## config.mk

```make
export PLATFORM = sky130hd
export DESIGN_NAME = vx_writeback_sched
export DESIGN_NICKNAME = d
export VERILOG_FILES = /design/src/rtl/vx_writeback_sched_pkg.sv /design/src/rtl/vx_writeback_sched_arb.sv /design/src/rtl/vx_writeback_sched.sv
export SDC_FILE = /design/constraint.sdc
export NUM_CORES = 1
export LEC_CHECK = 0
export CAP_MARGIN = 15
export CORE_AREA = 3 3 130 132
export DETAILED_ROUTE_END_ITERATION = 12
export DIE_AREA = 0 0 133 135
export PLACE_DENSITY = 0.72
export SETUP_SLACK_MARGIN = 0.5
export SLEW_MARGIN = 25
export SYNTH_ARGS = -nofsm -noshare
export SYNTH_HDL_FRONTEND = slang
export SYNTH_HIERARCHICAL = 1
export SYNTH_SLANG_ARGS = --single-unit
```

## constraint.sdc

```tcl
create_clock -name clk -period 4.8 [get_ports clk]
set_input_delay 0.96 -clock clk [delete_from_list [all_inputs] [get_ports clk]]
set_output_delay 0.96 -clock clk [all_outputs]
set_load 0.05 [all_outputs]
```

## src/rtl/vx_writeback_sched_pkg.sv

```systemverilog
// Shared writeback-scheduler types: FSM state enum and beat payload layout.
package VX_gpu_pkg;

  typedef enum logic [0:0] {
    IDLE   = 1'b0,
    LOCKED = 1'b1
  } wb_sched_state_e;

  localparam int WB_WIS_W   = 2;
  localparam int WB_RD_W    = 5;
  localparam int WB_TMASK_W = 4;
  localparam int WB_UUID_W  = 21;
  localparam int WB_DATA_W  = 32;

  // 64-bit default beat; eop travels beside it, not inside it
  typedef struct packed {
    logic [WB_WIS_W-1:0]   wis;
    logic [WB_RD_W-1:0]    rd;
    logic [WB_TMASK_W-1:0] tmask;
    logic [WB_UUID_W-1:0]  uuid;
    logic [WB_DATA_W-1:0]  data;
  } wb_beat_t;

  function automatic int sel_width(input int n);
    return (n > 1) ? $clog2(n) : 1;
  endfunction

endpackage

```

## src/rtl/vx_writeback_sched_arb.sv

```systemverilog
// Combinational round-robin grant: first asserted request at or after ptr_i.
module VX_rr_arbiter #(
  parameter int N    = 4,
  parameter int SELW = 2
) (
  input  logic [N-1:0]    req_i,
  input  logic [SELW-1:0] ptr_i,
  output logic [N-1:0]    gnt_o,
  output logic [SELW-1:0] idx_o,
  output logic            valid_o
);

  always_comb begin
    gnt_o   = '0;
    idx_o   = '0;
    valid_o = 1'b0;
    for (int i = 0; i < N; i++) begin
      int k;
      k = int'(ptr_i) + i;
      if (k >= N) k = k - N;
      if (!valid_o && req_i[k]) begin
        gnt_o[k] = 1'b1;
        idx_o    = SELW'(k);
        valid_o  = 1'b1;
      end
    end
  end

endmodule

```

## src/rtl/vx_writeback_sched.sv

```systemverilog
// Writeback port scheduler: round-robin, locks onto a multi-beat packet.
// Optional perf counters enabled by WB_SCHED_PERF_EN.
module vx_writeback_sched
  import VX_gpu_pkg::*;
#(
  parameter int NUM_REQS = 4,
  parameter int DATAW    = 64
`ifdef WB_SCHED_PERF_EN
  ,
  parameter int PERF_CTR_BITS = 32
`endif
) (
  input  logic                      clk,
  input  logic                      reset,
  input  logic [NUM_REQS-1:0]       req_valid,
  input  logic [NUM_REQS*DATAW-1:0] req_data,
  input  logic [NUM_REQS-1:0]       req_eop,
  output logic [NUM_REQS-1:0]       req_ready,
  output logic                      wb_valid,
  output logic [DATAW-1:0]          wb_data,
  output logic                      wb_eop,
  output logic [sel_width(NUM_REQS)-1:0] wb_sel
`ifdef WB_SCHED_PERF_EN
  ,
  output logic [PERF_CTR_BITS-1:0]  perf_conflicts,
  output logic [PERF_CTR_BITS-1:0]  perf_lock_cycles
`endif
);

  localparam int SELW = sel_width(NUM_REQS);

  wb_sched_state_e state_q, state_d;
  logic [SELW-1:0] owner_q, owner_d;
  logic [SELW-1:0] rr_q, rr_d;

  logic [NUM_REQS-1:0] gnt;
  logic [SELW-1:0]     gnt_idx;
  logic                gnt_any;

  logic [NUM_REQS-1:0] ready;
  logic [SELW-1:0]     sel;
  logic                fire;
  logic                eop_sel;
  logic [DATAW-1:0]    data_sel;

  logic             wb_valid_q;
  logic [DATAW-1:0] wb_data_q;
  logic             wb_eop_q;
  logic [SELW-1:0]  wb_sel_q;

  function automatic logic [SELW-1:0] next_idx(input logic [SELW-1:0] idx);
    if (idx == SELW'(NUM_REQS - 1)) return '0;
    return idx + 1'b1;
  endfunction

  VX_rr_arbiter #(
    .N    (NUM_REQS),
    .SELW (SELW)
  ) u_arb (
    .req_i   (req_valid),
    .ptr_i   (rr_q),
    .gnt_o   (gnt),
    .idx_o   (gnt_idx),
    .valid_o (gnt_any)
  );

  assign eop_sel  = req_eop[sel];
  assign data_sel = req_data[int'(sel)*DATAW +: DATAW];

  always_comb begin
    state_d = state_q;
    owner_d = owner_q;
    rr_d    = rr_q;
    ready   = '0;
    sel     = gnt_idx;
    fire    = 1'b0;
    unique case (state_q)
      IDLE: begin
        ready = gnt;
        fire  = gnt_any;
        if (gnt_any) begin
          if (eop_sel) begin
            rr_d = next_idx(gnt_idx);
          end else begin
            state_d = LOCKED;
            owner_d = gnt_idx;
          end
        end
      end
      LOCKED: begin
        sel        = owner_q;
        ready[sel] = req_valid[sel];
        fire       = req_valid[sel];
        if (fire && eop_sel) begin
          state_d = IDLE;
          rr_d    = next_idx(owner_q);
        end
      end
      default: begin
        state_d = IDLE;
      end
    endcase
  end

  // ready is forced low while reset is held, independent of the inputs
  assign req_ready = ready & {NUM_REQS{reset}};

  always_ff @(posedge clk or negedge reset) begin
    if (!reset) begin
      state_q <= IDLE;
      owner_q <= '0;
      rr_q    <= '0;
    end else begin
      state_q <= state_d;
      owner_q <= owner_d;
      rr_q    <= rr_d;
    end
  end

  always_ff @(posedge clk or negedge reset) begin
    if (!reset) begin
      wb_valid_q <= 1'b0;
      wb_eop_q   <= 1'b0;
      wb_data_q  <= '0;
      wb_sel_q   <= '0;
    end else begin
      wb_valid_q <= fire;
      wb_eop_q   <= fire & eop_sel;
      if (fire) begin
        wb_data_q <= data_sel;
        wb_sel_q  <= sel;
      end
    end
  end

  assign wb_valid = wb_valid_q;
  assign wb_data  = wb_data_q;
  assign wb_eop   = wb_eop_q;
  assign wb_sel   = wb_sel_q;

`ifdef WB_SCHED_PERF_EN
  logic [PERF_CTR_BITS-1:0] conf_q, conf_d;
  logic [PERF_CTR_BITS-1:0] lock_q, lock_d;

  always_comb begin
    conf_d = conf_q;
    lock_d = lock_q;
    if (|(req_valid & ~ready)) conf_d = conf_q + 1'b1;
    if (state_q == LOCKED)     lock_d = lock_q + 1'b1;
  end

  always_ff @(posedge clk or negedge reset) begin
    if (!reset) begin
      conf_q <= '0;
      lock_q <= '0;
    end else begin
      conf_q <= conf_d;
      lock_q <= lock_d;
    end
  end

  assign perf_conflicts   = conf_q;
  assign perf_lock_cycles = lock_q;
`endif

endmodule
```

==> flow_metrics.tcl <==
set metrics [dict create \
    setup_viol 0 \
    ys_types 34 \
    layout_common_cells "clkdlybuf4s50_1 (332), dfrtp_1 (73), mux4_2 (68), mux2_1 (38), mux2_2 (30)" \
    cts_root_buffer "clkbuf_16" \
    dp_hpwl_mm 14.7 \
    synth-seq-cells 73 \
    drt_iter0_drc 178 \
    final.setup.worst_slack_ns 0.665 \
    crit_type "primary input to output port" \
    cts.sinks 73 \
    fin_cells 875 \
    worstMarginPinSlew_ns 0.947 \
    cp_max_fo 6 \
    via_per_inst 5.02 \
    synth_warnings 6 \
    num_io_pins 338 \
    globalRouteTotalUtil_pct 20.0 \
    rrSetupSlack_ns 0.92 \
    yosysTopAreaCellShare_pct 36.5 \
    gp_congestion 0.841 \
    start_kind "primary input" \
    cts.path.max_buffers 2 \
    n_antenna_cell 0 \
    layout-drive-gt1-share_pct 20.5 \
    synth_fp_nets 600 \
    synth_area_per_cell_um2 15.6 \
    hold_viol_final 0 \
    synth_cells 321 \
    first_pass_iters 4 \
    hp-class "primary input to asynchronous set/reset pin" \
    syn2layout_area_growth_pct 79.9 \
    grt_pass1_vias 4828 \
    tns_ns 0 \
    grt_pass1_wl_mm 27.8 \
    std_cell_rows 46 \
    vias 4389 \
    core-area_um2 15800 \
    clkLatencyLatePin_ns 0.34 \
    outcome "complete, no violations" \
    post-route-min-period_ns 4.13 \
    die_h_um 135 \
    cts_tree "yes" \
    grt_setup_unrepaired "true" \
    numCtsBuffers 9 \
    grt_max_degree 73 \
    slew_violations 0 \
    initial_core_util_pct 31.6 \
    synthTopCellsByArea "dfrtp_1 (37%), mux4_2 (31%), mux2_1 (8.6%), mux2_2 (6.8%), ha_1 (3.3%)" \
    cts.clk_slew.worst_paths_ns 0.06 \
    end_kind "output port" \
    max_clock_freq_mhz 242 \
    grt_overflow 0 \
    ant_nets 0 \
    dp.cells 854 \
    die-area_um2 18000 \
    power_density_nw_per_um2 805 \
    fin_util_pct 56.9 \
    die_w_um 133 \
    wirelength_mm 18.2 \
    port_buffers 337 \
    max_slew_margin_pct 36.9 \
    p_total_mw 7.25 \
    cts.htree.levels 3 \
    cp.arrival_ns 3.17 \
    pre_cts_ws_ns 0.450 \
    fin_skew_ns 0.00758 \
    mostFrequentLayoutCell "clkdlybuf4s50_1" \
    worst_ep_required_time_ns 3.84 \
    irDropWorstVdd_v 0.000464 \
    seq_area_frac_synth_pct 36.5 \
    period_share_pct 86.1 \
    antenna_found_initial 0 \
    holdBufCountCts 0 \
    drc 0 \
    nets 933 \
    p_leak_nw 3.48 \
    synth_area_leader_cell "dfrtp_1" \
    maxCapViolCount 0 \
    syn-cell-area_um2 5000 \
    wl_per_cell_um 20.8 \
]
==> final cells by class <==
class,count,area [um^2]
Inverter,7,26.3
Timing Repair Buffer,349,3550
Clock buffer,12,256
Clock inverter,4,98.8
Fill cell,1294,6830
Sequential cell,73,1830
Multi-Input combinational cell,214,2970
Tap cell,216,270
==> report_power, final <==
part / total [mW] / internal, mW / switching (mW)
Sequential: 1.19 / 0.975 / 0.212
Combinational: 5.26 / 2.53 / 2.73
Clock: 0.798 / 0.537 / 0.261
Total: 7.25 / 4.05 / 3.20
==> per-stage QoR <==
step                      hold WS [ns]  area, um^2
after floorplan                  0.593        5000
after global placement           0.469        8610
after detailed placement         0.474        8610
after CTS                        0.471        8960
after global routing             0.482        9000
final                            0.478        9000
==> metal layers <==
layer	routed length, um	part of all wire [%]	track usage [%]
met4	408	2.2	6.29
met1	6640	37	23.1
met5	0	0	0
met2	9520	52	35.4
met3	1590	8.7	6.11
==> sequential cells by signal, indices dropped and copies added, names as in the netlist <==
register	cells
wb_sel	2
rr_q	2
wb_eop	1
state_q	1
wb_data	64
owner_q	2
wb_valid	1
==> cell families (layout without fill, tap and decap cells) <==
group,Yosys count,in the layout,synth area share [%]
muxes,144,144,48.2
buffers and inverters,34,372,4.70
DFF,73,73,36.5
and+or+nand+nor,26,26,3.08
AOI/OAI and AO/OA,31,31,4.20
adders and majority gates,13,13,3.25
==> worst max-delay path, stage by stage <==
cell and delay, ns:
clkdlybuf4s50_1 0.48, mux4_1 0.65, nor4b_4 0.37, a22oi_1 0.12
o21ai_0 0.12, nand2b_1 0.08, a21boi_1 0.22, buf_12 0.17
==> synthesized netlist by cell type, drive strengths merged <==
cell type	n
a21boi	4
a21o	1
a21oi	5
a22oi	8
a2bb2oi	1
a31oi	1
a32o	1
and2b	1
buf	23
clkbuf	4
dfrtp	73
ha	13
inv	7
mux2	68
mux2i	6
mux4	70
nand2	2
nand2b	7
nand3	4
nor2	7
nor2b	2
nor3	1
nor4	1
nor4b	1
o211ai	1
o21ai	6
o221ai	1
o31ai	1
o32ai	1
==> worst paths after layout <==
path	startpoint	to	cells past startpoint
min reg2reg	wb_data[40]	wb_data[40]	1
max reg2reg	rr_q[1]	wb_data[47]	11
max	req_valid[0]	req_ready[0]	8
min in group clk	wb_data[40]	wb_data[40]	1
min	reset	wb_data[51]	1
max in group asynchronous	reset	wb_data[15]	2
==> repair_timing <==
item                                    in CTS  in global routing
resized for setup                            0                  4
setup buffers                                0                  5
endpoints found under the setup margin       0                  4
(Power assumes the default switching activity.)
